==> src/rtl/pwm_multichannel_action_timer.sv <==
// Multichannel PWM timebase with shadowed period/mode/compare registers and
// per-channel action-qualified outputs (zero, period, compare A/B up/down).
module pwm_multichannel_action_timer #(
    parameter int WIDTH = 16,
    parameter int NCH   = 2
) (
    input  logic                 i_clk,
    input  logic                 i_reset_n,
    input  logic                 i_enable,
    input  logic                 i_mode,
    input  logic [WIDTH-1:0]     i_period,
    input  logic [NCH*WIDTH-1:0] i_compare_a,
    input  logic [NCH*WIDTH-1:0] i_compare_b,
    input  logic                 i_load_req,
    input  logic [2*NCH-1:0]     i_action_zero,
    input  logic [2*NCH-1:0]     i_action_period,
    input  logic [2*NCH-1:0]     i_action_a_up,
    input  logic [2*NCH-1:0]     i_action_a_down,
    input  logic [2*NCH-1:0]     i_action_b_up,
    input  logic [2*NCH-1:0]     i_action_b_down,
    output logic [WIDTH-1:0]     o_counter,
    output logic                 o_dir,
    output logic                 o_zero,
    output logic                 o_period,
    output logic [NCH-1:0]       o_pwm
);

    logic [WIDTH-1:0]     cnt, cnt_next;
    logic                 dir, dir_next;
    logic [NCH-1:0]       pwm, pwm_next;
    logic                 pending, load;
    logic [WIDTH-1:0]     per_act;
    logic                 mode_act;
    logic [NCH*WIDTH-1:0] cmp_a_act, cmp_b_act;
    logic [1:0]           act [NCH];

    logic at_zero, at_period;
    assign at_zero   = (cnt == '0);
    assign at_period = (cnt == per_act);
    assign load      = i_enable & pending & at_zero;

    // Per-channel event priority: zero > A > B > period; A/B pick the
    // up or down action field from the current direction.
    for (genvar g = 0; g < NCH; g++) begin : g_ch
        logic [WIDTH-1:0] ca, cb;
        logic             ev_a, ev_b;
        assign ca   = cmp_a_act[g*WIDTH +: WIDTH];
        assign cb   = cmp_b_act[g*WIDTH +: WIDTH];
        assign ev_a = (cnt == ca) && (ca <= per_act);
        assign ev_b = (cnt == cb) && (cb <= per_act);
        assign act[g] = at_zero   ? i_action_zero[2*g +: 2] :
                        ev_a      ? (dir ? i_action_a_up[2*g +: 2] : i_action_a_down[2*g +: 2]) :
                        ev_b      ? (dir ? i_action_b_up[2*g +: 2] : i_action_b_down[2*g +: 2]) :
                        at_period ? i_action_period[2*g +: 2] : 2'b00;
    end

    always_comb begin
        pwm_next = pwm;
        if (i_enable) begin
            for (int n = 0; n < NCH; n++) begin
                case (act[n])
                    2'b01:   pwm_next[n] = 1'b0;
                    2'b10:   pwm_next[n] = 1'b1;
                    2'b11:   pwm_next[n] = ~pwm[n];
                    default: pwm_next[n] = pwm[n];
                endcase
            end
        end
    end

    // A load edge restarts the timebase from the newly captured period.
    always_comb begin
        cnt_next = cnt;
        dir_next = dir;
        if (i_enable) begin
            if (load) begin
                cnt_next = (i_period != '0) ? WIDTH'(1) : '0;
                dir_next = 1'b1;
            end else if (per_act == '0) begin
                cnt_next = '0;
                dir_next = 1'b1;
            end else if (!mode_act) begin
                cnt_next = (cnt >= per_act) ? '0 : cnt + WIDTH'(1);
                dir_next = 1'b1;
            end else if (dir) begin
                if (cnt >= per_act) begin
                    cnt_next = per_act - WIDTH'(1);
                    dir_next = 1'b0;
                end else begin
                    cnt_next = cnt + WIDTH'(1);
                end
            end else begin
                if (at_zero) begin
                    cnt_next = WIDTH'(1);
                    dir_next = 1'b1;
                end else begin
                    cnt_next = cnt - WIDTH'(1);
                end
            end
        end
    end

    always_ff @(posedge i_clk) begin
        if (!i_reset_n) begin
            cnt       <= '0;
            dir       <= 1'b1;
            pwm       <= '0;
            pending   <= 1'b1;
            per_act   <= '0;
            mode_act  <= 1'b0;
            cmp_a_act <= '0;
            cmp_b_act <= '0;
        end else begin
            cnt     <= cnt_next;
            dir     <= dir_next;
            pwm     <= pwm_next;
            pending <= i_load_req | (pending & ~load);
            if (load) begin
                per_act   <= i_period;
                mode_act  <= i_mode;
                cmp_a_act <= i_compare_a;
                cmp_b_act <= i_compare_b;
            end
        end
    end

    assign o_counter = cnt;
    assign o_dir     = dir;
    assign o_pwm     = pwm;
    assign o_zero    = i_enable & at_zero;
    assign o_period  = i_enable & at_period;

endmodule

==> config.mk <==
export PLATFORM = sky130hd
export DESIGN_NAME = pwm_multichannel_action_timer
export DESIGN_NICKNAME = d
export VERILOG_FILES = /design/src/rtl/pwm_multichannel_action_timer.sv
export SDC_FILE = /design/constraint.sdc
export NUM_CORES = 1
export LEC_CHECK = 0
export BUFFER_PORTS_ARGS = -buffer_cell sky130_fd_sc_hd__buf_2
export CAP_MARGIN = 0
export CORE_MARGIN = 2
export CORE_UTILIZATION = 55
export CTS_CLUSTER_SIZE = 12
export DETAILED_ROUTE_END_ITERATION = 8
export GPL_TIMING_DRIVEN = 0
export PLACE_DENSITY = 0.88
export SLEW_MARGIN = 25
export SYNTH_ARGS = -nofsm -noshare
export SYNTH_HDL_FRONTEND = slang
export SYNTH_SLANG_ARGS = --single-unit
==> constraint.sdc <==
create_clock -name i_clk -period 3 [get_ports i_clk]
set_input_delay 0.45 -clock i_clk [delete_from_list [all_inputs] [get_ports i_clk]]
set_output_delay 0.45 -clock i_clk [all_outputs]
set_load 0.005 [all_outputs]
==> flow_summary_export.csv <==
group,metric,value,unit
final_layout,nets,1368,
worst_setup_path,critPathSlowestCell,"nor4_1",
synth,synth_top_area_share,26.5,%
worst_setup_path,rrSetupSlack,-0.01,ns
drt,drt-initial-drc-count,994,
sta,drv_slew,0,
synth,synth_cell_types,71,
clock_network,cts_root_buf,"clkbuf_16",
synth,synthTopCellsByCount,"nand2_1 (200), a21oi_1 (130), dfxtp_1 (101), ha_1 (84), xnor2_1 (50)",
worst_setup_path,worst_setup_path_start_kind,"flip-flop",
min_path,hold_path.class,"primary input to flip-flop",
global_route,use_met1,43.1,%
global_route,met3_usage,8.01,%
placed_design,gp_congestion,0.989,
status,violations,"negative setup slack",
power,combPwrFrac,64.3,%
sta,whs,0.261,ns
floorplanning,die_area,14900,µm²
floorplanning,rows,43,
final_layout,antenna_cells,0,
worst_setup_path,critical_path.cell_chain,"clkinvlp_4 -> ha_1 -> nand4_1 -> or2_2 -> nor4_1 -> buf_2",
power,intPower,4.63,mW
global_route,grt_pass1_wl,39200,µm
clock_network,htree_levels,3,
worst_setup_path,crit_arrival,2.59,ns
synth,syn-num-nets,1179,
global_route,met2_usage,53.0,%
min_path,hold-path-cell-count,2,
clock_network,cts_buffer_depth,2,
sta,setup_violations,2,
sta,final_hold_viol_count,0,
worst_setup_path,worstPathRequired,2.55,ns
synth,synth-edff-count,0,
global_route,grt_pass1_vias,7677,
min_path,hold_end,"pending$_SDFF_PN1_",
floorplanning,die_h,122,µm
sta,fin_crit,3.04,ns
power,switching_share,47.9,%
global_route,grt.total_usage,34.5,%
sta,fin_ws,-0.0378,ns
power,power_leakage,4.03,nW
global_route,grt_overflow,0,
floorplanning,die_w,122,µm
sta,tightest_slew,0.891,ns
placed_design,hpwlAfterDp,18500,µm
global_route,antenna_found_initial,0,
floorplanning,core-area,13700,µm²
status,status,"complete, but fails checks",
worst_setup_path,cp-end-kind,"output port",
synth,async_flop_share,0,%
min_path,hold_path_startpoint,"i_load_req",
synth,syn_area_per_cell,7.75,µm²
clock_network,clock_sinks,101,
worst_setup_path,rr_endpoint,"o_pwm[1]$_SDFFE_PN0P_",
drt,avgViaCountPerCell,6.36,
synth,synthCells,986,
power,seqPwrFrac,23.6,%
flow_run,maxCapViolations,0,
clock_network,path_clk_slew,0.07,ns
sta,clock_skew,0.0102,ns
placed_design,portBuffers,128,
clock_network,cts_tree,"built",
global_route,grt_max_degree,15,
power,p_switching,4.26,mW
worst_setup_path,reg2reg_depth,11,
sta,relSlewSlack,40.1,%
drt,drt.antenna.violating_nets,0,
worst_setup_path,max_stage_delay,0.49,ns
power,max-vdd-ir-drop,0.000411,V
synth,yosysTopAreaCell,"dfxtp_1",
global_route,grt.busiest_layer,"met2",
placed_design,dpl_cell_area,8510,µm²
floorplanning,start_util,55.7,%
drt,dr.pass1.iters,6,
synth,synth.area.top_cells,"dfxtp_1 (26%), ha_1 (14%), nand2_1 (9.8%)",
synth,synthFlopType,"dfxtp_1",
worst_setup_path,path_max_fanout,6,
drt,wl_per_cell,20.0,µm
drt,vias,8627,
synth,yosysSeqAreaShare,26.5,%
clock_network,clock_latency,0.37,ns
drt,routed_wl,27100,µm
synth,synth.most_common_cell,"nand2_1",
floorplanning,ios,130,
sta,fmaxAchievable,329,MHz
final_layout,design_area,9440,µm²
worst_setup_path,rr_startpoint,"per_act[13]$_SDFFE_PN0P_",
synth,ys_warn_count,0,
power,power,8.88,mW
final_layout,areaGrowthSynthToFinish,23.5,%
synth,synth_area,7640,µm²
drt,drc_errors,0,
worst_setup_path,path_class,"flip-flop to output port",
placed_design,place_ws,-0.162,ns
final_layout,drive_gt1_share,25.1,%
sta,min_period_over_period,101,%
synth,ys_ff_latch,101,
power,power_density,941,nW/µm²
clock_network,cts_buffers,9,
power,clock_power_share,12.2,%
[per-layer routing]
metal	vias to the layer above	share of wire [%]	wire length, µm
met5	-	0	0
met4	0	7.7	2080
met3	190	13	3440
met2	630	42	11500
met1	3881	37	10100
li1	3926	-	-
[cells in the final DEF, fill, tap and decap left out, drive strengths merged, types with 4 or more instances in the layout]
cell / instances
and3: 7
a32o: 4
a211oi: 10
or4: 5
a31oi: 6
nor3: 23
nand4: 36
a2111oi: 4
o31ai: 4
a21oi: 134
nor2b: 12
inv: 15
nand2: 201
nand3b: 5
clkbuf: 37
o21ai: 23
nand3: 23
nand2b: 7
dfxtp: 101
nor2: 26
and2: 4
o211ai: 15
a311oi: 4
xor2: 38
clkinvlp: 13
buf: 211
ha: 84
xnor2: 50
a21o: 5
nor4: 25
[final cells by class]
cell class                 instances  area, µm²
inverter                          28        150
buffer                            58        310
sequential                       101       2060
clock buffer                      11        243
tap                              180        225
fill                            1091       4280
clock inverter                     2       12.5
multi-input combinational        798       5410
timing repair buffer             179       1040
[sequential cells by signal, summed over array words and instances (netlist names)]
name	count
cmp_a_act	32
mode_act	1
pending	1
o_counter	16
o_dir	1
cmp_b_act	32
o_pwm	2
per_act	16
[worst max-delay path, delay by kind of cell (launching register included)]
kind / cells / cell delay (ns)
adders and majority gates: 1 / 0.39
buffers and inverters: 2 / 0.46
DFF: 1 / 0.38
and+or+nand+nor: 3 / 1.00
[worst max path at each step]
stage	endpoint	startpoint	slack, ns	cells after the start
after global placement	o_counter[15]$_SDFFE_PN0P_	per_act[13]$_SDFFE_PN0P_	-0.08	11
after floorplan	o_pwm[0]$_SDFFE_PN0P_	per_act[5]$_SDFFE_PN0P_	0.45	10
after CTS	o_pwm[0]$_SDFFE_PN0P_	per_act[5]$_SDFFE_PN0P_	0.001	10
final	o_period	per_act[14]$_SDFFE_PN0P_	-0.04	6
after global routing	o_pwm[1]$_SDFFE_PN0P_	per_act[13]$_SDFFE_PN0P_	-0.08	11
after detailed placement	o_counter[15]$_SDFFE_PN0P_	per_act[13]$_SDFFE_PN0P_	-0.16	11
[power by group through the flow]
stage	Sequential (mW)	Clock, mW	Combinational (mW)
finish	2.09	1.08	5.71
global route	2.12	1.13	6.12
CTS	2.03	1.08	4.87
detailed placement	2.05	0	4.70
global placement	2.03	0	4.57
floorplan	1.92	0	3.55
[per-stage QoR]
| stage | util [%] | setup TNS [ns] | instances |
|---|---|---|---|
| after floorplan | - | 0 | 986 |
| after global placement | 62.0 | -0.299 | 1294 |
| after detailed placement | 62.0 | -0.851 | 1294 |
| after CTS | 64.7 | 0 | 1313 |
| after global routing | 68.8 | -0.328 | 1357 |
| final | 68.8 | -0.0458 | 1357 |
[repair_timing]
| item | 4_1_cts | 5_1_grt |
|---|---|---|
| gates resized for setup | 18 | 59 |
| hold buffers | 0 | 0 |
| setup endpoints to repair | 18 | 25 |
| setup buffers | 6 | 45 |
| pin swaps | 1 | 20 |
| cloned | 0 | 0 |
[logic make-up (layout without fill, tap and decap cells)]
| family | count (synthesis) | count (layout) | synth area share (%) |
|---|---|---|---|
| mux | 3 | 3 | 0.426 |
| xor+xnor | 88 | 88 | 10.1 |
| simple gates | 387 | 387 | 24.7 |
| buf+inv | 87 | 278 | 5.32 |
| flops | 101 | 101 | 26.5 |
| fa+ha+maj | 84 | 84 | 13.8 |
| compound gates | 236 | 236 | 19.2 |
(Power assumes the default switching activity.)
